File: config.mk
export PLATFORM = sky130hd
export DESIGN_NAME = bcd_display_mux
export DESIGN_NICKNAME = d
export VERILOG_FILES = /design/src/rtl/bcd_display_mux.sv
export SDC_FILE = /design/constraint.sdc
export NUM_CORES = 1
export LEC_CHECK = 0
export ABC_CLOCK_PERIOD_IN_PS = 4400
export CAP_MARGIN = 20
export CORE_MARGIN = 3
export CORE_UTILIZATION = 33
export DETAILED_ROUTE_END_ITERATION = 10
export GPL_TIMING_DRIVEN = 0
export HOLD_SLACK_MARGIN = 0.03
export PLACE_DENSITY_LB_ADDON = 0.08
export SYNTH_ARGS = -nofsm -noshare
export SYNTH_HDL_FRONTEND = slang
export SYNTH_SLANG_ARGS = --single-unit
File: constraint.sdc
create_clock -name clk -period 4.4 [get_ports clk]
set_input_delay 0.88 -clock clk [delete_from_list [all_inputs] [get_ports clk]]
set_output_delay 0.88 -clock clk [all_outputs]
set_load 0.01 [all_outputs]
File: src/rtl/bcd_display_mux.sv
// Two-digit BCD seven-segment multiplexer: captures on the rising edge of in_DONE and alternates
// units/tens with blanking guard phases; outputs are registered (one cycle after state). Optional LEADING_ZERO_BLANK_EN.
module bcd_display_mux #(
    parameter logic [15:0] REFRESH_DIV = 16'd50000,
    parameter logic [3:0]  GUARD_CYC   = 4'd4
) (
    input  logic       clk,
    input  logic       rst,
    input  logic [3:0] in_UND,
    input  logic [3:0] in_DEC,
    input  logic       in_DONE,
    output logic [6:0] out_SEG,
    output logic [1:0] out_AN,
    output logic       out_VALID
);

    typedef enum logic [2:0] {
        IDLE,
        GUARD_UND,
        SHOW_UND,
        GUARD_DEC,
        SHOW_DEC
    } state_t;

    localparam logic [15:0] GUARD_LD = {12'd0, GUARD_CYC} - 16'd1;
    localparam logic [15:0] SHOW_LD  = REFRESH_DIV - 16'd1;
    localparam logic [6:0]  SEG_OFF  = 7'h7F;

    state_t      state_q, state_d;
    logic [15:0] cnt_q, cnt_d;
    logic        done_q;
    logic [3:0]  und_q, dec_q;
    logic        valid_q;
    logic        cap;
    logic [6:0]  seg_d;
    logic [1:0]  an_d;

    function automatic logic [6:0] enc(input logic [3:0] d);
        logic [6:0] s;
        case (d)
            4'd0:    s = 7'h40;
            4'd1:    s = 7'h79;
            4'd2:    s = 7'h24;
            4'd3:    s = 7'h30;
            4'd4:    s = 7'h19;
            4'd5:    s = 7'h12;
            4'd6:    s = 7'h02;
            4'd7:    s = 7'h78;
            4'd8:    s = 7'h00;
            4'd9:    s = 7'h10;
            default: s = 7'h3F;
        endcase
        return s;
    endfunction

    assign cap = in_DONE & ~done_q;

    always_ff @(posedge clk or negedge rst) begin
        if (!rst) begin
            done_q  <= 1'b0;
            und_q   <= 4'd0;
            dec_q   <= 4'd0;
            valid_q <= 1'b0;
        end else begin
            done_q <= in_DONE;
            if (cap) begin
                und_q   <= in_UND;
                dec_q   <= in_DEC;
                valid_q <= 1'b1;
            end
        end
    end

    // Captures never touch the phase timer; only the phase sequencer reloads it.
    always_comb begin
        state_d = state_q;
        cnt_d   = cnt_q;
        if (state_q == IDLE) begin
            if (cap) begin
                state_d = GUARD_UND;
                cnt_d   = GUARD_LD;
            end
        end else if (cnt_q == 16'd0) begin
            case (state_q)
                GUARD_UND: begin state_d = SHOW_UND;  cnt_d = SHOW_LD;  end
                SHOW_UND:  begin state_d = GUARD_DEC; cnt_d = GUARD_LD; end
                GUARD_DEC: begin state_d = SHOW_DEC;  cnt_d = SHOW_LD;  end
                default:   begin state_d = GUARD_UND; cnt_d = GUARD_LD; end
            endcase
        end else begin
            cnt_d = cnt_q - 16'd1;
        end
    end

    always_ff @(posedge clk or negedge rst) begin
        if (!rst) begin
            state_q <= IDLE;
            cnt_q   <= 16'd0;
        end else begin
            state_q <= state_d;
            cnt_q   <= cnt_d;
        end
    end

    always_comb begin
        seg_d = SEG_OFF;
        an_d  = 2'b11;
        case (state_q)
            SHOW_UND: begin
                seg_d = enc(und_q);
                an_d  = 2'b10;
            end
            SHOW_DEC: begin
`ifdef LEADING_ZERO_BLANK_EN
                if (dec_q != 4'd0) begin
                    seg_d = enc(dec_q);
                    an_d  = 2'b01;
                end
`else
                seg_d = enc(dec_q);
                an_d  = 2'b01;
`endif
            end
            default: begin
                seg_d = SEG_OFF;
                an_d  = 2'b11;
            end
        endcase
    end

    always_ff @(posedge clk or negedge rst) begin
        if (!rst) begin
            out_SEG <= SEG_OFF;
            out_AN  <= 2'b11;
        end else begin
            out_SEG <= seg_d;
            out_AN  <= an_d;
        end
    end

    assign out_VALID = valid_q;

endmodule

==> out/results.ini <==
[worst_setup_path]
r2r-start=cnt_q[7]$_DFFE_PN0P_
cp-end-kind=flop
critPathKind=primary input to flop
critPathLaunchType=primary input
r2r_end=cnt_q[10]$_DFFE_PN0P_
crit_arrival_ns=2.65
cp.required_ns=4.58
path_max_fanout=10
rr_worst_depth=5
regToRegSetupSlack_ns=2.01

[power]
leakagePower_nw=1.039
ir_drop_mv=0.1382
powerDensity_nw_per_um2=419.3

[worst_hold_path]
whs_endpoint=out_VALID$_DFFE_PN0P_
hold_path_startpoint=out_VALID$_DFFE_PN0P_
min_path_cells=1
holdCritPathClass=flop to flop

[floorplanning]
die_w_um=88.89
fp.coreArea_um2=6495
die_h_um=88.89
die_area_um2=7901
pin_count=21
rows=29
start_util=0.3491

[logic_synthesis]
synth.area.top_cells=dfrtp_1 32%, dfstp_2 10%, ha_1 7.7%
synth.avg_cell_area_um2=9.526
syn_inst=238
yosysUniqueCellTypes=48
synthesis.nets=263
ys_warn_count=0
synthFlopType=dfrtp_1
synth.most_common_cell=dfrtp_1
yosys_register_bits=38
synth_common_cells=29 x dfrtp_1, 19 x nand2_1, 16 x o21ai_0
netlist_area_um2=2267
synth_edf_count=0
synth_top_cell_by_area=dfrtp_1
yosysTopAreaCellShare=0.3201
async_reset_ff_frac=1.000
yosysSeqAreaShare=0.4244

[clock_network]
cts.clk_slew.worst_paths_ns=0.08
cts.sinks=38
cts_buffers=5
clockBufferDepth=2
clockRootBuffer=clkbuf_8
cts_tree=done
clk_latency_ns=0.29
htreeDepth=2
cts-hold-fix-buffers=0
cts_resized=0
postCtsSetupRepairBufs=0

[place]
hpwl_um=3585
numPortBuffers=20
gp_congestion=0.8170

[drt]
drtPass1Iterations=4
wl_per_cell_um=14.52
wirelength_um=4982
m1WireLength_um=2571
routed_via_density=5.239
wl_met3_um=325
antenna_left=0
top_layer_used=met4
dr_wl_met2_um=2018
drt_iter0_drc=162
vias=1797
drc=0

[timing]
slew_headroom=0.4044
whs_ns=0.4857
skew_ns=0.008457
finalHoldViolations=0
rsz0062_at_grt=no
setup_viol=0
min_period_ns=2.471
final_max_slew_viol_count=0
tns_ns=0
worst_slew_pin_slew_ns=0.8860
post-route-period-util=0.5617
fmax_mhz=404.6

[global_route]
grt_pass1_wl_um=8728
grt_pass1_vias=1647
grt_start_max_net_pins=39
track_usage=0.1436
antenna_found_initial=0
overflow=0

[final_layout]
multiInputGateArea_um2=1192
layout-drive-gt1-share=0.1353
area_delta_synth_final_pct=16.50
nets=290
seqCellArea_um2=962.2
nFillCells=641
n_antenna_cell=0

[run_status]
status=finished clean

[flow_run]
maxCapViolCount=0

-- metrics by stage --
step | setup slack (ns) | cell area (um^2) | instances | util | total power, mW
6_report | 1.929 | 2641 | 343 | 0.4067 | 1.108
5_1_grt | 1.735 | 2641 | 343 | 0.4067 | 1.208
4_1_cts | 1.902 | 2641 | 343 | 0.4067 | 1.121
3_5_place_dp | 1.604 | 2559 | 335 | 0.3940 | 0.8819
3_3_place_gp | 1.449 | 2564 | 335 | 0.3947 | 0.8796
2_1_floorplan | 2.309 | 2267 | 238 | - | 0.7778
-- layer usage --
layer | vias to the layer above | track usage
li1 | 911 | -
met1 | 835 | 0.2248
met2 | 45 | 0.1910
met3 | 6 | 0.03538
met4 | 0 | 0.04258
met5 | - | 0
-- final cells by class --
class	instances	area share
plain buffers	15	0.02984
clock buffers	6	0.02748
clock inverters	2	0.003790
inverters	9	0.01279
multi-input cells	176	0.4514
flip-flops and latches	38	0.3643
well taps	77	0.03648
repair buffers	20	0.07390
-- critical path: stages --
cell             delay [ns]
clkdlybuf4s50_1        0.47
nor2b_1                0.12
clkbuf_1               0.35
nor2_1                 0.16
clkbuf_1               0.28
a21o_1                 0.22
a21o_1                 0.17
-- cell usage in the layout, fill, tap and decap left out, drive strengths merged, types with 2 or more instances in the layout --
cell type	synthesis	layout
dfrtp	29	29
nand2	19	19
clkdlybuf4s50	0	19
o21ai	17	17
clkbuf	11	17
nor2	16	16
a21oi	14	14
ha	14	14
o211ai	10	10
inv	9	9
dfstp	9	9
nand2b	6	6
nor3	6	6
or2	5	5
o22ai	5	5
nand3	5	5
mux2	5	5
buf	4	5
o21a	4	4
nor2b	4	4
a21o	4	4
or4	4	4
nor4	4	4
a211oi	3	3
mux2i	3	3
or3b	2	2
or3	2	2
or4b	2	2
a22o	2	2
nand4	2	2
and3	2	2
a32o	2	2
o31ai	2	2
o31a	2	2
clkinv	0	2
-- flip-flops by register name, indices dropped and copies added, names as in the netlist --
name / cells
out_AN: 2
dec_q: 4
out_VALID: 1
out_SEG: 7
und_q: 4
done_q: 1
state_q: 3
cnt_q: 16
-- worst max path at each step --
stage | startpoint | slack [ns] | depth (start not counted) | end
global route | in_DONE | 1.73 | 7 | cnt_q[12]$_DFFE_PN0P_
detailed placement | in_DONE | 1.60 | 7 | cnt_q[12]$_DFFE_PN0P_
finish | in_DONE | 1.93 | 7 | cnt_q[12]$_DFFE_PN0P_
global placement | rst | 1.45 | 1 | cnt_q[4]$_DFFE_PN0P_
CTS | in_DONE | 1.90 | 7 | cnt_q[12]$_DFFE_PN0P_
floorplan | cnt_q[7]$_DFFE_PN0P_ | 2.31 | 7 | cnt_q[6]$_DFFE_PN0P_
-- power breakdown --
part | switching (mW) | internal, mW | total (mW)
registers | 0.0804 | 0.416 | 0.497
clock network | 0.125 | 0.110 | 0.235
logic | 0.209 | 0.166 | 0.376
total | 0.415 | 0.693 | 1.11
-- logic make-up (layout without fill, tap and decap cells) --
family | after synthesis | after routing | share of synthesized area
buffers and inverters | 24 | 52 | 0.04967
AND/OR/NAND/NOR | 82 | 82 | 0.2009
XOR/XNOR | 1 | 1 | 0.003864
adder cells (fa/ha/maj) | 14 | 14 | 0.07726
multiplexers | 8 | 8 | 0.03808
AO/OA/AOI/OAI | 71 | 71 | 0.2059
flip-flops | 38 | 38 | 0.4244
(Power assumes the default switching activity.)
